File: config.mk
export PLATFORM = sky130hd
export DESIGN_NAME = rr_pipe_scheduler_flat
export DESIGN_NICKNAME = d
export VERILOG_FILES = /design/src/rtl/rr_pipe_scheduler_if.sv /design/src/rtl/rr_pipe_scheduler.sv /design/src/flat_wrapper.sv
export SDC_FILE = /design/constraint.sdc
export NUM_CORES = 1
export LEC_CHECK = 0
export ABC_AREA = 1
export CAP_MARGIN = 10
export CORE_MARGIN = 1.5
export CORE_UTILIZATION = 29
export DETAILED_ROUTE_END_ITERATION = 8
export GPL_ROUTABILITY_DRIVEN = 0
export PLACE_DENSITY = 0.55
export RECOVER_POWER = 50
export SYNTH_ARGS = -nofsm -noshare
export SYNTH_HDL_FRONTEND = slang
export SYNTH_SLANG_ARGS = --single-unit
File: constraint.sdc
create_clock -name clk_i -period 1.4 [get_ports clk_i]
set_input_delay 0.21 -clock clk_i [delete_from_list [all_inputs] [get_ports clk_i]]
set_output_delay 0.21 -clock clk_i [all_outputs]
set_load 0.02 [all_outputs]
File: src/rtl/rr_pipe_scheduler_if.sv
// rtl/rr_pipe_scheduler_if.sv - request/data/stall inputs and grant/pipeline outputs of the scheduler
interface rr_pipe_scheduler_if #(
    parameter int DATA_W = 4
);
    logic [2:0]          req_i;
    logic [3*DATA_W-1:0] data_i;
    logic                stall_i;
    logic [2:0]          gnt_o;
    logic [DATA_W-1:0]   out_o1;
    logic [DATA_W-1:0]   out_o2;
    logic [DATA_W-1:0]   out_o3;
    logic [2:0]          vld_o;
    logic [1:0]          id_o;

    modport master (
        output req_i, data_i, stall_i,
        input  gnt_o, out_o1, out_o2, out_o3, vld_o, id_o
    );

    modport slave (
        input  req_i, data_i, stall_i,
        output gnt_o, out_o1, out_o2, out_o3, vld_o, id_o
    );
endinterface

File: src/rtl/rr_pipe_scheduler.sv
// rtl/rr_pipe_scheduler.sv - 3-way round-robin burst arbiter feeding a 3-stage stallable pipeline
module rr_pipe_scheduler #(
    parameter int DATA_W    = 4,
    parameter int MAX_BURST = 2
) (
    input  logic                 clk_i,
    input  logic                 reset_i,
    rr_pipe_scheduler_if.slave   bus
);

    typedef enum logic {S_IDLE, S_BUSY} state_t;

    localparam logic [2:0] LP_LAST = 3'(MAX_BURST - 1);

    state_t            r_state, w_state_nxt;
    logic [1:0]        r_owner, w_owner_nxt;
    logic [1:0]        r_ptr,   w_ptr_nxt;
    logic [2:0]        r_cnt,   w_cnt_nxt;
    logic [2:0]        r_gnt,   w_gnt_nxt;

    logic [DATA_W-1:0] r_s1, r_s2, r_s3;
    logic [2:0]        r_vld;
    logic [1:0]        r_t1, r_t2, r_t3;

    logic              w_owner_req;
    logic              w_acc;
    logic              w_release;
    logic [1:0]        w_rearb_start;
    logic [DATA_W-1:0] w_sel_data;

    function automatic logic [1:0] f_inc(input logic [1:0] x);
        return (x == 2'd2) ? 2'd0 : x + 2'd1;
    endfunction

    // First active requester scanning start, start+1, start+2 (mod 3).
    function automatic logic [1:0] f_pick(input logic [2:0] req, input logic [1:0] start);
        logic [1:0] s1;
        logic [1:0] s2;
        s1 = f_inc(start);
        s2 = f_inc(s1);
        if (req[start])
            return start;
        else if (req[s1])
            return s1;
        else
            return s2;
    endfunction

    always_comb begin
        w_owner_req = 1'b0;
        w_sel_data  = '0;
        case (r_owner)
            2'd0: begin
                w_owner_req = bus.req_i[0];
                w_sel_data  = bus.data_i[0*DATA_W +: DATA_W];
            end
            2'd1: begin
                w_owner_req = bus.req_i[1];
                w_sel_data  = bus.data_i[1*DATA_W +: DATA_W];
            end
            2'd2: begin
                w_owner_req = bus.req_i[2];
                w_sel_data  = bus.data_i[2*DATA_W +: DATA_W];
            end
            default: begin
                w_owner_req = 1'b0;
                w_sel_data  = '0;
            end
        endcase
    end

    assign w_acc         = (r_state == S_BUSY) && w_owner_req && !bus.stall_i;
    assign w_rearb_start = f_inc(r_owner);

    always_ff @(posedge clk_i or posedge reset_i) begin
        if (reset_i) begin
            r_state <= S_IDLE;
            r_owner <= 2'd0;
            r_ptr   <= 2'd0;
            r_cnt   <= 3'd0;
            r_gnt   <= 3'b000;
        end else begin
            r_state <= w_state_nxt;
            r_owner <= w_owner_nxt;
            r_ptr   <= w_ptr_nxt;
            r_cnt   <= w_cnt_nxt;
            r_gnt   <= w_gnt_nxt;
        end
    end

    // A dropped owner request releases even under stall; everything else waits for !stall.
    always_comb begin
        w_state_nxt = r_state;
        w_owner_nxt = r_owner;
        w_ptr_nxt   = r_ptr;
        w_cnt_nxt   = r_cnt;
        w_gnt_nxt   = r_gnt;
        w_release   = 1'b0;
        case (r_state)
            S_IDLE: begin
                if (!bus.stall_i && (|bus.req_i)) begin
                    w_state_nxt = S_BUSY;
                    w_owner_nxt = f_pick(bus.req_i, r_ptr);
                    w_gnt_nxt   = 3'b001 << f_pick(bus.req_i, r_ptr);
                end
            end
            S_BUSY: begin
                if (!w_owner_req || (w_acc && (r_cnt == LP_LAST)))
                    w_release = 1'b1;
                else if (w_acc)
                    w_cnt_nxt = r_cnt + 3'd1;
            end
            default: begin
                w_state_nxt = S_IDLE;
                w_gnt_nxt   = 3'b000;
            end
        endcase
        if (w_release) begin
            w_ptr_nxt = w_rearb_start;
            w_cnt_nxt = 3'd0;
            if (|bus.req_i) begin
                w_state_nxt = S_BUSY;
                w_owner_nxt = f_pick(bus.req_i, w_rearb_start);
                w_gnt_nxt   = 3'b001 << f_pick(bus.req_i, w_rearb_start);
            end else begin
                w_state_nxt = S_IDLE;
                w_gnt_nxt   = 3'b000;
            end
        end
    end

    // Bubbles carry tag 0, so stage-3 tag doubles as id_o without masking.
    always_ff @(posedge clk_i or posedge reset_i) begin
        if (reset_i) begin
            r_s1  <= '0;
            r_s2  <= '0;
            r_s3  <= '0;
            r_vld <= 3'b000;
            r_t1  <= 2'd0;
            r_t2  <= 2'd0;
            r_t3  <= 2'd0;
        end else if (!bus.stall_i) begin
            r_s1  <= w_acc ? w_sel_data : '0;
            r_t1  <= w_acc ? r_owner : 2'd0;
            r_s2  <= r_s1;
            r_t2  <= r_t1;
            r_s3  <= r_s2;
            r_t3  <= r_t2;
            r_vld <= {r_vld[1:0], w_acc};
        end
    end

    assign bus.gnt_o  = r_gnt;
    assign bus.out_o1 = r_s1;
    assign bus.out_o2 = r_s2;
    assign bus.out_o3 = r_s3;
    assign bus.vld_o  = r_vld;
    assign bus.id_o   = r_t3;

endmodule

File: src/flat_wrapper.sv
// flat-port wrapper written by rule: the top's interface ports become plain ports
module rr_pipe_scheduler_flat 
#(
    parameter int DATA_W    = 4,
    parameter int MAX_BURST = 2
)
  (clk_i, reset_i, bus_req_i, bus_data_i, bus_stall_i, bus_gnt_o, bus_out_o1, bus_out_o2, bus_out_o3, bus_vld_o, bus_id_o);
  rr_pipe_scheduler_if #(.DATA_W(DATA_W)) bus_i ();
  input  logic clk_i;
  input  logic reset_i;
  input wire logic [$bits(bus_i.req_i)-1:0] bus_req_i;
  input wire logic [$bits(bus_i.data_i)-1:0] bus_data_i;
  input wire logic [$bits(bus_i.stall_i)-1:0] bus_stall_i;
  output wire logic [$bits(bus_i.gnt_o)-1:0] bus_gnt_o;
  output wire logic [$bits(bus_i.out_o1)-1:0] bus_out_o1;
  output wire logic [$bits(bus_i.out_o2)-1:0] bus_out_o2;
  output wire logic [$bits(bus_i.out_o3)-1:0] bus_out_o3;
  output wire logic [$bits(bus_i.vld_o)-1:0] bus_vld_o;
  output wire logic [$bits(bus_i.id_o)-1:0] bus_id_o;
  assign bus_i.req_i = bus_req_i;
  assign bus_i.data_i = bus_data_i;
  assign bus_i.stall_i = bus_stall_i;
  assign bus_gnt_o = bus_i.gnt_o;
  assign bus_out_o1 = bus_i.out_o1;
  assign bus_out_o2 = bus_i.out_o2;
  assign bus_out_o3 = bus_i.out_o3;
  assign bus_vld_o = bus_i.vld_o;
  assign bus_id_o = bus_i.id_o;
  rr_pipe_scheduler #(.DATA_W(DATA_W), .MAX_BURST(MAX_BURST)) u_core (.clk_i(clk_i), .reset_i(reset_i), .bus(bus_i));
endmodule
==> implementation parameters, run 1 <==
Parameter                              Value

Power and ir drop
  Pwr Density    1945 nW/um^2
  Static Leak    1.303 nW
  Total Power Consumption    4.581 mW
  Worst IR drop on VDD    0.9908 mV

Logic synthesis
  Commonest cells in the synthesized netlist    nand2_1, dfrtp_1, inv_1
  Count of warnings emitted by yosys    0
  Number of enable-type register cells in the synthesized netlist    0
  Syn avg cell area    7.584 um^2
  Library cell with the largest summed area after synthesis    dfrtp_1
  Synth Area in Compound Gates    0.1027
  Simple-gate portion of the synthesized area    0.2911
  Post-synthesis cell type count    19
  Mux contribution to synthesized area    0
  Post-synth net total    232
  Dominant combinational cell family by area after synthesis    simple AND/OR/NAND/NOR gates
  Share of async-settable or async-resettable flops after synthesis    1.000
  Most common cell in the netlist    nand2_1
  Top-area cell type share of the netlist area    0.4981
  Cell area after technology mapping    1608 um^2
  Main flop type after synthesis    dfrtp_1
  Gate count of the mapped netlist    212
  Synth Register Bits    32
  Sequential element share of the synthesized area    0.4981
  Arithmetic-cell share of the synthesized area counting full adders, half adders and majority gates    0.01556
  Xor/xnor share of the synthesized area    0.005447
  Top post-synthesis cells by area    dfrtp_1, nand2_1, inv_1

Placed design
  Dpl cells    337
  # port buffers    37
  Placed instance area    2223 um^2
  HPWL Detailed    2754 um

Die
  Std cell rows    26
  Initial Util    0.3070
  Die Span X    77.46 um
  Die area    6000 um^2
  Die height    77.46 um
  Boundary Pins    38
  Standard cell core area    5238 um^2

Critical path
  Arrival time reported for the critical path endpoint    1.53 ns
  Worst setup SP type    primary input
  Data required time at the worst endpoint    1.58 ns
  Worst setup slack for register-to-register paths    0.06 ns
  Capturing element type of the critical path    flop
  Crit Path Category    in2reg
  CP Max Fanout    5

CTS
  Number of hold-repair buffers added at the cts stage    0
  Root Driver    clkbuf_8
  Deepest level of the CTS H-tree    2
  Clock network latency to the later pin of the worst-skew pair    0.29 ns
  CTS tree    done
  Clock tree buffer depth    2
  Inserted Clock Buffers    5
  Clock Sinks    32
  CTS clock-pin slew for the worst setup and hold paths    0.07 ns

Route
  Number of search-and-repair iterations in the first detailed-routing pass    4
  Remaining design rule violation count    0
  Drt first-iter violations    51
  Via count    1,521
  Count of nets left with antenna violations after detail routing    0
  Per-cell routed wire length    10.93 um
  Routed WL    3803 um
  Post-detailed-route via-to-cell ratio    4.371

Finish
  Core Util, Final    0.4496
  Synthesis-to-finish area growth    46.46%
  Final cell count without fillers    348
  Share of final-layout standard cells stronger than drive strength 1    0.2014
  Design Area, Final    2355 um^2
  Antenna diode count    0
  Post-layout nets    297

Global routing
  Number of antenna violations at the first check in global routing    0
  Number of global-route vias before repair    1,478
  Global-route wire length before repair    6327 um
  Total grt overflow    0
  Total global routing track utilization    0.1326
  Pin count of the biggest net entering global routing    33

STA
  Achievable clock frequency    0.7430 GHz
  Number of setup violations in the final report    0
  Shortest clock period the worst path allows after layout    1.346 ns
  Pin slew with the least headroom to its limit    0.7844 ns
  Hold Violations, Final    0
  Unrepaired setup endpoints after global routing    true
  Final slew viol count    0
  Skew final    0.007280 ns
  Relative slew slack    0.4771
  Period utilisation layout    0.9614

Job
  Max-cap violations    0

Status
  Status    finished, final reports clean

Worst hold path
  Class of the worst hold path    in2reg
metal layers:
metal / share of wire / global-route usage
met4: 0.017 / 0.05818
met3: 0.035 / 0.03176
met5: 0 / 0
met1: 0.48 / 0.1600
met2: 0.46 / 0.2237
power by group:
group | switching (mW) | internal, mW
logic | 1.26 | 0.952
clock network | 0.365 | 0.526
registers | 0.229 | 1.25
total | 1.86 | 2.73
registers in the layout (all words and copies together) (netlist names), 3 cells and up:
signal	flops
u_core.bus.out_o1	4
u_core.bus.out_o3	4
u_core.bus.out_o2	4
u_core.bus.gnt_o	3
u_core.bus.vld_o	3
u_core.r_cnt	3
timing repair:
action                     in CTS  in global routing
cloned                          0                  1
resized for setup              23                 17
setup endpoints to repair      26                 10
hold endpoints to repair        0                  0
setup buffers                   0                  2
pin swaps                       0                  2
kinds of logic after synthesis:
logic type,count (synthesis)
and+or+nand+nor,111
buffers and inverters,35
DFF,32
AOI/OAI and AO/OA,31
adders and majority gates,2
xor gates and xnor gates,1
worst max-delay path: stages:
cell and delay, ns:
dlygate4sd3_1 0.57, inv_1 0.12, nand3_1 0.11, nand2_2 0.13
nand2_4 0.10, nand2_1 0.09, inv_1 0.05, o21ai_2 0.11
inv_2 0.03
worst paths after layout:
kind | to | startpoint | cells after the start
max in group asynchronous | u_core.r_owner[1] | reset_i | 3
max reg2reg | u_core.bus.out_o1[2] | u_core.r_owner[1] | 9
min | u_core.bus.gnt_o[1] | bus_req_i[1] | 5
min in group asynchronous | u_core.bus.vld_o[1] | reset_i | 3
min reg2reg | u_core.bus.id_o[0] | u_core.bus.id_o[0] | 2
max | u_core.r_cnt[0] | bus_stall_i | 9
through the flow:
step	worst slack [ns]	setup TNS, ns	hold slack, ns
finish	0.05403	0	0.4605
global route	-0.02496	-0.06103	0.4923
CTS	0.0005870	0	0.2576
detailed placement	-0.3122	-3.881	0.4611
global placement	-0.2627	-3.302	0.4515
floorplan	0.04496	0	0.3173
layout make-up:
cell class	instances	area [um^2]
fill	550	2883
sequential	32	804.5
multi-input combinational	146	708.2
timing repair buffer	62	528.0
inverter	30	115.1
tap	70	87.58
clock buffer	5	68.82
clock inverter	3	42.54
cells in the final DEF, fill, tap and decap left out, types with 3 or more instances in the layout:
cell type,instances
clkbuf_8,5
o21ai_0,11
inv_1,24
nand2_4,3
dfrtp_1,29
o21ai_1,7
inv_2,5
nand2_1,76
nand2_2,5
clkdlybuf4s50_1,12
o22ai_1,5
dlygate4sd2_1,20
nor2_1,9
dfrtp_2,3
a21oi_1,5
clkbuf_2,3
nand3_1,15
buf_4,21
(Power assumes the default switching activity.)
==> run 2: changes to the inputs <==
--- a/config.mk
+++ b/config.mk
@@ -9,6 +9,7 @@
 export CAP_MARGIN = 10
 export CORE_MARGIN = 1.5
 export CORE_UTILIZATION = 29
+export CTS_BUF_LIST = sky130_fd_sc_hd__clkbuf_16
 export DETAILED_ROUTE_END_ITERATION = 8
 export GPL_ROUTABILITY_DRIVEN = 0
 export PLACE_DENSITY = 0.55
==> run 2 against run 1 <==
Maximum frequency increased by 0.74%. Final cell count decreased by 0.29%. Core utilization increased by 0.81 points. Sequential power about the same. Clock power increased by 37%. First-iteration DRC count decreased by 2.0%. Via count unchanged. Combinational power decreased by 2%. Critical path depth unchanged. Clock skew decreased by 0.0041 ns. Highest routed layer unchanged.
==> implementation parameters, run 2 (synthesis gave the netlist of run 1 again) <==
Parameter                              Value

Status
  Status    finished, final reports clean (unchanged)

Worst hold path
  Class of the worst hold path    in2reg (unchanged)
  Number of cells on the worst hold path    5 (unchanged)
  Startpoint of the most critical hold path    bus_req_i[1] (unchanged)
  Worst hold path endpoint    u_core.bus.gnt_o[1] (unchanged)

Power and ir drop
  Worst IR drop on VDD    0.9945 mV (was 0.9908 mV)
  Pwr Density    2025 nW/um^2 (was 1945 nW/um^2)
  Static Leak    1.328 nW (was 1.303 nW)

Route
  Number of search-and-repair iterations in the first detailed-routing pass    4 (unchanged)
  Post-detailed-route via-to-cell ratio    4.383 (was 4.371)
  Drt first-iter violations    50 (was 51)
  Per-cell routed wire length    10.79 um (was 10.93 um)
  Remaining design rule violation count    0 (unchanged)
  Routed WL    3744 um (was 3803 um)
  Count of nets left with antenna violations after detail routing    0 (unchanged)
  Via count    1,521 (unchanged)

STA
  Achievable clock frequency    0.7485 GHz (was 0.7430 GHz)
  Hold Violations, Final    0 (unchanged)
  Skew final    0.003190 ns (was 0.007280 ns)
  Period utilisation layout    0.9543 (was 0.9614)
  Number of setup violations in the final report    0 (unchanged)
  Minimum hold slack    0.4716 ns (was 0.4605 ns)
  Unrepaired setup endpoints after global routing    true (unchanged)
  Relative slew slack    0.4734 (was 0.4771)
  Pin slew with the least headroom to its limit    0.7899 ns (was 0.7844 ns)
  Final slew viol count    0 (unchanged)
  Final TNS setup    0 ns (unchanged)
  Shortest clock period the worst path allows after layout    1.336 ns (was 1.346 ns)
  Least setup slack across all paths after layout    0.06398 ns (was 0.05403 ns)

Placed design
  Minimum setup slack after placement    -0.3122 ns (unchanged)
  # port buffers    37 (unchanged)
  Placed instance area    2223 um^2 (unchanged)
  HPWL Detailed    2754 um (unchanged)

Die
  Boundary Pins    38 (unchanged)
  Initial Util    0.3070 (unchanged)
  Standard cell core area    5238 um^2 (unchanged)
  Std cell rows    26 (unchanged)
  Die Span X    77.46 um (unchanged)
  Die area    6000 um^2 (unchanged)
  Die height    77.46 um (unchanged)

Finish
  Top library cells by usage in the layout, fill and taps aside    nand2_1, dfrtp_1, inv_1, buf_4, dlygate4sd2_1 (unchanged)
  Commonest non-fill, non-tap cell in the layout    nand2_1 (unchanged)
  Share of final-layout standard cells stronger than drive strength 1    0.1913 (was 0.2014)
  Post-layout nets    296 (was 297)
  Antenna diode count    0 (unchanged)
  Synthesis-to-finish area growth    49.11% (was 46.46%)
  Design Area, Final    2397 um^2 (was 2355 um^2)

Global routing
  Total grt overflow    0 (unchanged)
  Number of antenna violations at the first check in global routing    0 (unchanged)
  Global-route wire length before repair    6486 um (was 6327 um)
  Number of global-route vias before repair    1,512 (was 1,478)
  Total global routing track utilization    0.1353 (was 0.1326)
  Pin count of the biggest net entering global routing    33 (unchanged)

Critical path
  Crit Path Category    in2reg (unchanged)
  Worst setup slack for register-to-register paths    0.07 ns (was 0.06 ns)
  Data required time at the worst endpoint    1.57 ns (was 1.58 ns)
  Crit-path max cell delay    0.58 ns (was 0.57 ns)
  Arrival time reported for the critical path endpoint    1.50 ns (was 1.53 ns)
  CP Max Fanout    10 (was 5)
  R2R Path Start    u_core.r_cnt[1] (was u_core.r_owner[1])
  Sequence of cells on the critical path    dlygate4sd3_1 -> inv_2 -> nand3_1 -> nand2_1 -> nand2_4 -> nand2_1 -> inv_1 -> o21ai_2 -> inv_2 (was dlygate4sd3_1 -> inv_1 -> nand3_1 -> nand2_2 -> nand2_4 -> nand2_1 -> inv_1 -> o21ai_2 -> inv_2)
  Cell count of the worst reg-to-reg path    9 (unchanged)
  Endpoint of the worst-slack reg-to-reg timing path    u_core.r_cnt[0] (was u_core.bus.out_o1[2])
  Worst-path cell with the longest stage delay    dlygate4sd3_1 (unchanged)
  Capturing element type of the critical path    flop (unchanged)
  Worst setup SP type    primary input (unchanged)

CTS
  Number of hold-repair buffers added at the cts stage    0 (unchanged)
  CTS clock-pin slew for the worst setup and hold paths    0.05 ns (was 0.07 ns)
  Clock Sinks    32 (unchanged)
  Root Driver    clkbuf_16 (was clkbuf_8)
  CTS tree    done (unchanged)
  Inserted Clock Buffers    5 (unchanged)
  Deepest level of the CTS H-tree    2 (unchanged)
  Clock tree buffer depth    2 (unchanged)
  Clock network latency to the later pin of the worst-skew pair    0.27 ns (was 0.29 ns)

Job
  Max-cap violations    0 (unchanged)
==> run 2: cell type report <==
cell class	instances	area [um^2]
fill	539	2840
sequential	32	803.3
multi-input combinational	145	684.4
timing repair buffer	62	539.3
clock buffer	5	125.1
inverter	30	115.1
tap	70	87.58
clock inverter	3	42.54
==> run 2: through the flow <==
step                      utilization  cells  power, mW
after floorplan                     -    212      2.716
after global placement         0.4245    337      3.684
after detailed placement       0.4245    337      3.695
after CTS                      0.4522    345      4.813
after global routing           0.4577    347      5.239
final                          0.4577    347      4.854
==> run 2: per-layer routing <==
layer | up-vias | GRT usage | routed length [um]
li1 | 794 | - | -
met1 | 695 | 0.1622 | 1797
met2 | 28 | 0.2360 | 1791
met3 | 4 | 0.03412 | 128
met4 | 0 | 0.04364 | 27
met5 | - | 0 | 0
==> run 2: repair_timing <==
action | 4_1_cts | 5_1_grt
gates resized for setup | 23 | 11
setup endpoints to repair | 26 | 11
setup buffers | 0 | 2
hold endpoints to repair | 0 | 0
==> run 2: worst max-delay path by stage <==
stage / slack (ns) / depth (start not counted) / to / startpoint
final: 0.06 / 9 / u_core.r_cnt[0] / bus_stall_i
after global routing: -0.03 / 8 / u_core.bus.gnt_o[2] / u_core.r_owner[1]
after CTS: 0.002 / 10 / u_core.bus.gnt_o[0] / bus_req_i[1]
after detailed placement: -0.31 / 8 / u_core.bus.gnt_o[0] / bus_req_i[2]
after global placement: -0.26 / 8 / u_core.bus.gnt_o[0] / bus_req_i[2]
after floorplan: 0.04 / 9 / u_core.r_owner[0] / u_core.r_owner[1]
==> run 2: where the power goes <==
group          internal, mW  switching, mW  total, mW
clock                 0.834          0.390       1.22
combinational         0.933           1.22       2.16
sequential             1.25          0.226       1.47
total                  3.01           1.84       4.85
==> run 2: worst max-delay path, delay by kind of cell <==
family          cells  cell delay (ns)
buf+inv             4             0.75
simple gates        4             0.42
compound gates      1             0.11
